File: src/rtl/rv32_alu_imm_unit_if.sv
// rtl/rv32_alu_imm_unit_if.sv - execute-stage operand/result bundle for the ALU and immediate decoder
interface rv32_alu_imm_unit_if;
    logic [31:0] instr;
    logic [31:0] in_a;
    logic [31:0] in_b;
    logic [31:0] imm;
    logic [31:0] result;
    logic        take_b;

    modport master (
        output instr,
        output in_a,
        output in_b,
        input  imm,
        input  result,
        input  take_b
    );

    modport slave (
        input  instr,
        input  in_a,
        input  in_b,
        output imm,
        output result,
        output take_b
    );
endinterface

File: src/rtl/rv32_alu_imm_unit.sv
// rtl/rv32_alu_imm_unit.sv - RV32I execute support: reset conditioner, immediate decoder, integer ALU
module rv32_alu_imm_unit #(
    parameter int RST_HOLD = 2
) (
    input  logic                      CLK,
    input  logic                      RESET,
    output logic                      clk,
    output logic                      resetn,
    rv32_alu_imm_unit_if.slave        bus
);

    localparam logic [6:0] OPC_LOAD   = 7'b0000011;
    localparam logic [6:0] OPC_OP_IMM = 7'b0010011;
    localparam logic [6:0] OPC_AUIPC  = 7'b0010111;
    localparam logic [6:0] OPC_STORE  = 7'b0100011;
    localparam logic [6:0] OPC_OP     = 7'b0110011;
    localparam logic [6:0] OPC_LUI    = 7'b0110111;
    localparam logic [6:0] OPC_BRANCH = 7'b1100011;
    localparam logic [6:0] OPC_JALR   = 7'b1100111;
    localparam logic [6:0] OPC_JAL    = 7'b1101111;

    localparam logic [7:0] HOLD = 8'(RST_HOLD);

    logic [7:0] rst_cnt;
    logic [7:0] rst_cnt_next;

    assign clk = CLK;

    // resetn is a flop so the core never sees a combinational glitch from the counter compare
    always_comb begin
        rst_cnt_next = (rst_cnt == HOLD) ? rst_cnt : rst_cnt + 8'd1;
    end

    always_ff @(posedge CLK) begin
        if (RESET) begin
            rst_cnt <= 8'd0;
            resetn  <= 1'b0;
        end else begin
            rst_cnt <= rst_cnt_next;
            resetn  <= (rst_cnt_next == HOLD);
        end
    end

    logic [31:0] instr;
    logic [6:0]  opcode;
    logic [2:0]  f3;
    logic        f7b;

    assign instr  = bus.instr;
    assign opcode = instr[6:0];
    assign f3     = instr[14:12];
    assign f7b    = instr[30];

    always_comb begin
        case (opcode)
            OPC_LOAD, OPC_OP_IMM, OPC_JALR:
                bus.imm = {{20{instr[31]}}, instr[31:20]};
            OPC_STORE:
                bus.imm = {{20{instr[31]}}, instr[31:25], instr[11:7]};
            OPC_BRANCH:
                bus.imm = {{19{instr[31]}}, instr[31], instr[7], instr[30:25], instr[11:8], 1'b0};
            OPC_LUI, OPC_AUIPC:
                bus.imm = {instr[31:12], 12'b0};
            OPC_JAL:
                bus.imm = {{11{instr[31]}}, instr[31], instr[19:12], instr[20], instr[30:21], 1'b0};
            default:
                bus.imm = 32'd0;
        endcase
    end

    logic [31:0]        a;
    logic [31:0]        b;
    logic signed [31:0] a_s;
    logic signed [31:0] b_s;
    logic [4:0]         shamt;
    logic               is_op;
    logic               is_alu;

    assign a      = bus.in_a;
    assign b      = bus.in_b;
    assign a_s    = bus.in_a;
    assign b_s    = bus.in_b;
    assign shamt  = bus.in_b[4:0];
    assign is_op  = (opcode == OPC_OP);
    assign is_alu = is_op || (opcode == OPC_OP_IMM);

    // Non-ALU opcodes fall through to a plain add; the pipeline uses it for PC+4 and AUIPC
    always_comb begin
        bus.result = a + b;
        if (is_alu) begin
            case (f3)
                3'b000:  bus.result = (is_op && f7b) ? a - b : a + b;
                3'b001:  bus.result = a << shamt;
                3'b010:  bus.result = {31'd0, a_s < b_s};
                3'b011:  bus.result = {31'd0, a < b};
                3'b100:  bus.result = a ^ b;
                3'b101:  bus.result = f7b ? 32'(a_s >>> shamt) : a >> shamt;
                3'b110:  bus.result = a | b;
                default: bus.result = a & b;
            endcase
        end
    end

    always_comb begin
        bus.take_b = 1'b0;
        if (opcode == OPC_BRANCH) begin
            case (f3)
                3'b000:  bus.take_b = (a == b);
                3'b001:  bus.take_b = (a != b);
                3'b100:  bus.take_b = (a_s < b_s);
                3'b101:  bus.take_b = (a_s >= b_s);
                3'b110:  bus.take_b = (a < b);
                3'b111:  bus.take_b = (a >= b);
                default: bus.take_b = 1'b0;
            endcase
        end
    end

endmodule

File: src/flat_wrapper.sv
// flat-port wrapper written by rule: the top's interface ports become plain ports
module rv32_alu_imm_unit_flat 
#(
    parameter int RST_HOLD = 2
)
  (CLK, RESET, clk, resetn, bus_instr, bus_in_a, bus_in_b, bus_imm, bus_result, bus_take_b);
  rv32_alu_imm_unit_if bus_i ();
  input  logic CLK;
  input  logic RESET;
  output logic clk;
  output logic resetn;
  input wire logic [$bits(bus_i.instr)-1:0] bus_instr;
  input wire logic [$bits(bus_i.in_a)-1:0] bus_in_a;
  input wire logic [$bits(bus_i.in_b)-1:0] bus_in_b;
  output wire logic [$bits(bus_i.imm)-1:0] bus_imm;
  output wire logic [$bits(bus_i.result)-1:0] bus_result;
  output wire logic [$bits(bus_i.take_b)-1:0] bus_take_b;
  assign bus_i.instr = bus_instr;
  assign bus_i.in_a = bus_in_a;
  assign bus_i.in_b = bus_in_b;
  assign bus_imm = bus_i.imm;
  assign bus_result = bus_i.result;
  assign bus_take_b = bus_i.take_b;
  rv32_alu_imm_unit #(.RST_HOLD(RST_HOLD)) u_core (.CLK(CLK), .RESET(RESET), .clk(clk), .resetn(resetn), .bus(bus_i));
endmodule
File: config.mk
export PLATFORM = sky130hd
export DESIGN_NAME = rv32_alu_imm_unit_flat
export DESIGN_NICKNAME = d
export VERILOG_FILES = /design/src/rtl/rv32_alu_imm_unit_if.sv /design/src/rtl/rv32_alu_imm_unit.sv /design/src/flat_wrapper.sv
export SDC_FILE = /design/constraint.sdc
export NUM_CORES = 1
export LEC_CHECK = 0
export ABC_AREA = 1
export BUFFER_PORTS_ARGS = -buffer_cell sky130_fd_sc_hd__buf_2
export CAP_MARGIN = 10
export CORE_MARGIN = 3
export CORE_UTILIZATION = 35
export DETAILED_ROUTE_END_ITERATION = 8
export HOLD_SLACK_MARGIN = 0.02
export PLACE_DENSITY = 0.62
export SLEW_MARGIN = 20
export SYNTH_ARGS = -nofsm -noshare
export SYNTH_HDL_FRONTEND = slang
export SYNTH_SLANG_ARGS = --single-unit
File: constraint.sdc
create_clock -name CLK -period 7.55 [get_ports CLK]
set_clock_uncertainty 0.1 [all_clocks]
set_input_delay 0.3775 -clock CLK [delete_from_list [all_inputs] [get_ports CLK]]
set_output_delay 0.3775 -clock CLK [all_outputs]
set_load 0.05 [all_outputs]
==> results.json, run 1 <==
{
  "tritoncts": "built",
  "dp_hpwl_microns": 46400,
  "arrival_ps": 4220,
  "grt_use_total_pct": 30.7,
  "multi_input_area_sq_mm": 0.00951,
  "drt_drc_violations_left": 0,
  "yosysWarningCount": 0,
  "final_max_slew_viol_count": 0,
  "slew_headroom_pct": 26.0,
  "core_area_sq_mm": 0.0326,
  "fin_setup_tns_ps": 0,
  "start_kind": "clock port",
  "maxCapViolCount": 0,
  "power.density_mw_per_mm2": 105,
  "grt_use_met2_pct": 50.5,
  "synth_most_common_cell": "nand2_1",
  "synth_edf_count": 0,
  "via_per_inst": 5.50,
  "clkLatencyLatePin_ps": 350,
  "clkTransAtPathRegs_ps": 40,
  "end_kind": "primary output",
  "clockPowerShare_pct": 14.9,
  "syn_area_sq_mm": 0.0116,
  "finalHoldViolations": 0,
  "gp_congestion": 1.06,
  "comb_power_share_pct": 80.4,
  "synthTopCellsByCount": "909 x nand2_1, 366 x inv_1, 349 x nand3_1",
  "rsz0062_at_grt": "no",
  "vias": 16278,
  "switching_share_pct": 63.8,
  "worstSetupPathType": "clock port to primary output",
  "grt_max_degree": 70,
  "nNetsFinal": 2719,
  "dr.first_iter.drc_count": 1951,
  "initial_utilization_pct": 35.7,
  "peakVddDrop_uv": 111,
  "grt_pass1_vias": 14616,
  "synthArstFlopShare_pct": 0,
  "grt_remaining_overflow": 0,
  "syn_area_per_cell_sq_um": 4.75,
  "fp.dieW_microns": 188,
  "grtUsageMet3_pct": 2.53,
  "wl_per_cell_microns": 19.4,
  "ant_nets": 0,
  "use_met1_pct": 43.0,
  "period_minus_slack_ps": 4700,
  "synthesis.nets": 2648,
  "ys_seq_area_share_pct": 1.55,
  "p_leak_nw": 7.70,
  "fmax_ghz": 0.213,
  "drive_gt1_share_pct": 8.65,
  "rows": 66,
  "cp_max_fo": 2,
  "grt_pass1_wl_microns": 86000,
  "placedCellCount": 2954,
  "sequentialPowerShare_pct": 4.7,
  "critPathRequiredTime_ps": 7070,
  "synth_top_area_cell": "nand2_1",
  "p_int_mw": 0.484,
  "drt_wl_total_microns": 57400,
  "ys.flop_type": "dfxtp_1",
  "fillers": 3822,
  "tightest_slew_ps": 1110,
  "synth.area.top_cells": "nand2_1 29%, nand3_1 15%, inv_1 12%, ha_1 11%, nor2_1 5.9%",
  "min-delay-path-class": "input port to flop",
  "cts_setup_buffers": 0,
  "setup_violations": 0,
  "area_growth_pct": 9.57,
  "hold_buffers": 0,
  "regArea_sq_um": 180,
  "die-height_microns": 188,
  "die_area_sq_mm": 0.0355,
  "grt.busiest_layer": "met2",
  "ys_types": 49,
  "postSynthCellCount": 2449,
  "min_period_over_period_pct": 62.2,
  "port_buffers": 164,
  "antenna_found_initial": 2,
  "synth_seq_cells": 9,
  "pin_count": 165,
  "drtPass1Iterations": 7,
  "layoutNonFillerInstCount": 2962,
  "outcome": "finished clean",
  "netlist.area_leader.share_pct": 29.3,
  "postCtsResizedCells": 0,
  "switching_power_mw": 0.855
}
==> area by class of cell <==
class | count | area share, %
antenna | 1 | 0.0196
clock buffer | 7 | 1.22
clock inverter | 1 | 0.0392
inverter | 378 | 11.1
multi-input combinational | 1946 | 74.6
sequential | 9 | 1.41
tap | 442 | 4.34
timing repair buffer | 178 | 7.28
==> layout by cell type, fill, tap and decap left out, types with 6 or more instances in the layout <==
cell type / instances
inv_2: 10
o211ai_1: 20
nand3_1: 349
clkbuf_16: 6
o21bai_1: 6
nor2_1: 182
nand3b_1: 6
a211oi_1: 7
ha_1: 99
buf_4: 15
dfxtp_1: 9
a21oi_1: 137
nor3_1: 19
o21a_1: 9
nand4_1: 16
o21ai_1: 8
o21ai_0: 107
or2_2: 6
inv_1: 365
xor2_1: 14
buf_2: 164
nand2_1: 908
==> metal layers <==
layer | vias up | share of wire (%)
li1 | 7872 | -
met1 | 7495 | 44
met2 | 807 | 45
met3 | 102 | 8.5
met4 | 2 | 3.4
met5 | - | 0.023
==> path summary, 6_finish.rpt <==
| kind | slack (ps) | depth (start not counted) | end | start |
|---|---|---|---|---|
| max | 2850 | 3 | clk | CLK |
| min | 200 | 2 | u_core.rst_cnt[4] | RESET |
| max reg2reg | 6070 | 10 | u_core.resetn | u_core.rst_cnt[1] |
| min reg2reg | 490 | 2 | u_core.rst_cnt[6] | u_core.rst_cnt[6] |
==> flip-flops by register name, summed over array words and instances (netlist names) <==
signal	count
u_core.rst_cnt	8
u_core.resetn	1
==> cell families after synthesis <==
logic type                 share of synthesized area (%)
buffers and inverters                               16.8
muxes                                              0.258
and+or+nand+nor                                     54.4
adders and majority gates                           11.0
xor gates and xnor gates                            1.28
AOI/OAI and AO/OA                                   14.7
DFF                                                 1.55
==> power by group through the flow <==
stage | logic, mW | registers [mW] | clock network (mW)
2_1_floorplan | 0.729 | 0.0689 | 0.0286
3_3_place_gp | 1.04 | 0.0624 | 0.0253
3_5_place_dp | 1.05 | 0.0635 | 0.0253
4_1_cts | 1.05 | 0.0624 | 0.202
5_1_grt | 1.17 | 0.0642 | 0.207
6_report | 1.08 | 0.0626 | 0.200
==> worst max-delay path, cell delays in order <==
cell	delay, ps
clkbuf_16	120
clkbuf_16	120
buf_2	200
==> through the flow <==
stage / setup slack [ps] / util [%] / total power, mW / hold slack [ps] / instance area [sq um]
after CTS: 2850 / 39.1 / 1.32 / 189 / 12700
after floorplan: 3130 / - / 0.826 / 419 / 11600
after global routing: 2540 / 39.1 / 1.44 / 202 / 12700
after detailed placement: 2990 / 38.6 / 1.14 / 460 / 12600
after global placement: 3020 / 38.6 / 1.13 / 445 / 12600
final: 2850 / 39.1 / 1.34 / 197 / 12800
Note: power is estimated with default switching activity, not from simulation.
==> inputs of run 2 (changes only) <==
PLACE_DENSITY = 0.64   (was 0.62)
clock period = 4.1 ns   (was 7.55 ns; I/O delays follow)
==> run 2 against run 1 <==
Against the previous run: first-iteration DRC count increased by 23%; total power increased by 85%; register-to-register slack got worse by 3500 ps; sequential share of layout area about the same; sequential cell count unchanged; core utilization increased by 0.31 points; sequential power increased by 84%; design area increased by 0.78%; global-route usage increased by 0.16 points; critical endpoint is now bus_result[19]; worst hold slack got worse by 160 ps.
==> results.json, run 2 (synthesis results as in run 1) <==
{
  "whs_path_depth": 2,
  "tightest_slew_ps": 826,
  "gp_congestion": 1.06,
  "power.density_mw_per_mm2": 193,
  "grt_pass1_wl_microns": 86400,
  "clkTransAtPathRegs_ps": 40,
  "path_cells": "buf_2, clkinv_1, ha_1, nand2_1, nor2_1, nand3_1, nand2_1, nand2_1, nand2_1, nand2_1, nand2_1, nand2_1, nand3_1, nand3_1, nand3_1, nand2_1, nand2_1, buf_2",
  "fp.dieW_microns": 188,
  "final_max_slew_viol_count": 0,
  "core_area_sq_mm": 0.0326,
  "drive_gt1_share_pct": 9.09,
  "via_per_inst": 5.57,
  "grt_pass1_vias": 14960,
  "antenna_found_initial": 0,
  "min_to": "u_core.rst_cnt[3]",
  "grt_remaining_overflow": 0,
  "cts_setup_buffers": 0,
  "p_int_mw": 0.899,
  "num_antenna_cells": 0,
  "fin_setup_tns_ps": 0,
  "maxCapViolCount": 0,
  "r2r-start": "u_core.rst_cnt[1]",
  "switching_share_pct": 63.7,
  "cp_num_cells": 18,
  "crit_path_max_incr_delay_ps": 520,
  "largest_registers": "u_core.rst_cnt x8, u_core.resetn x1",
  "outcome": "finished clean",
  "die_area_sq_mm": 0.0355,
  "wl_per_cell_microns": 19.5,
  "min-delay-path-class": "input port to flop",
  "cp_max_fo": 12,
  "initial_utilization_pct": 35.7,
  "nNetsFinal": 2731,
  "peakVddDrop_uv": 184,
  "arrival_ps": 3050,
  "slew_headroom_pct": 43.5,
  "hp-start": "RESET",
  "cpLargestDelayFamily": "simple AND/OR/NAND/NOR gates",
  "finalHoldViolations": 0,
  "clockPowerShare_pct": 14.7,
  "switching_power_mw": 1.58,
  "r2r_slack_ps": 2560,
  "largest_register": "u_core.rst_cnt",
  "fmax_ghz": 0.298,
  "dp_slack_ps": 868,
  "area_growth_pct": 10.4,
  "hold_buffers": 0,
  "rows": 66,
  "die-height_microns": 188,
  "cp.buffers_inverters": 3,
  "port_buffers": 164,
  "grt_max_degree": 67,
  "comb_power_share_pct": 80.7,
  "final_common_cell": "nand2_1",
  "worstSetupPathType": "input port to primary output",
  "critPathRequiredTime_ps": 3800,
  "tritoncts": "built",
  "pin_count": 165,
  "holdWs_ps": 34.3,
  "grt_use_total_pct": 30.9,
  "drt_drc_violations_left": 0,
  "fillers": 3804,
  "postCtsResizedCells": 0,
  "path_common_cell": "nand2_1",
  "ff2ff_path_depth": 10,
  "dr.first_iter.drc_count": 2408,
  "start_kind": "input port",
  "drtPass1Iterations": 6,
  "end_kind": "primary output",
  "dp_hpwl_microns": 46900,
  "min_period_over_period_pct": 81.8,
  "clkLatencyLatePin_ps": 350,
  "period_minus_slack_ps": 3360,
  "vias": 16548,
  "ant_nets": 0,
  "setup_slack_ps": 744,
  "p_leak_nw": 7.76,
  "post-route-util_pct": 39.4,
  "drt_wl_total_microns": 57900,
  "sequentialPowerShare_pct": 4.6,
  "rsz0062_at_grt": "no",
  "power_mw": 2.48,
  "largest_reg_flops": 8,
  "r2r-end": "u_core.resetn",
  "cp_slowest_cell": "ha_1",
  "setup_violations": 0,
  "final_cell_mix": "908 x nand2_1, 365 x inv_1, 349 x nand3_1"
}
==> run 2: cell count changes in the layout (fill, tap and decap cells not counted), sizes merged <==
cell / delta
diode: -1
buf: +12
==> run 2: how the worst max path moves through the flow <==
stage | start | end | slack, ps
2_1_floorplan | bus_in_b[2] | bus_result[14] | 780
3_3_place_gp | bus_in_b[4] | bus_result[23] | 920
3_5_place_dp | bus_in_b[4] | bus_result[19] | 870
4_1_cts | bus_in_b[4] | bus_result[19] | 860
5_1_grt | bus_in_b[4] | bus_result[23] | 550
6_report | bus_in_b[4] | bus_result[19] | 740
==> run 2: worst reg2reg max path: stages (launching register included) <==
cell	delay, ps
dfxtp_1	350
ha_1	180
nand2_1	70
nor2_1	90
inv_1	60
nor2_1	100
inv_1	70
nor2_1	110
xnor2_1	160
nand3_1	110
nor2_1	90
==> run 2: power by group through the flow <==
stage | combinational (mW) | sequential, mW | clock (mW)
global placement | 1.94 | 0.115 | 0.0465
CTS | 1.95 | 0.115 | 0.371
detailed placement | 1.94 | 0.116 | 0.0465
global route | 2.17 | 0.117 | 0.377
floorplan | 1.34 | 0.127 | 0.0526
finish | 2.00 | 0.115 | 0.365
==> run 2: cell type report <==
class,count,area [sq um],share of cell area [%]
Timing Repair Buffer,190,1030,8.02
Tap cell,442,553,4.30
Inverter,378,1420,11.0
Multi-Input combinational cell,1946,9510,74.0
Clock inverter,1,5.00,0.0389
Sequential cell,9,180,1.40
Clock buffer,7,155,1.21
==> run 2: through the flow <==
stage	area [sq um]	cells
6_report	12900	2973
5_1_grt	12900	2973
4_1_cts	12900	2973
3_5_place_dp	12700	2966
3_3_place_gp	12700	2966
2_1_floorplan	11600	2449
==> run 2: per-layer routing <==
| metal | global-route usage, % | vias up | part of all wire (%) | wire, microns |
|---|---|---|---|---|
| li1 | - | 7902 | - | - |
| met1 | 42.8 | 7497 | 41 | 23900 |
| met2 | 49.4 | 1018 | 44 | 25500 |
| met3 | 4.15 | 131 | 11 | 6270 |
| met4 | 10.3 | 0 | 3.8 | 2230 |
| met5 | 0 | - | 0 | 0 |
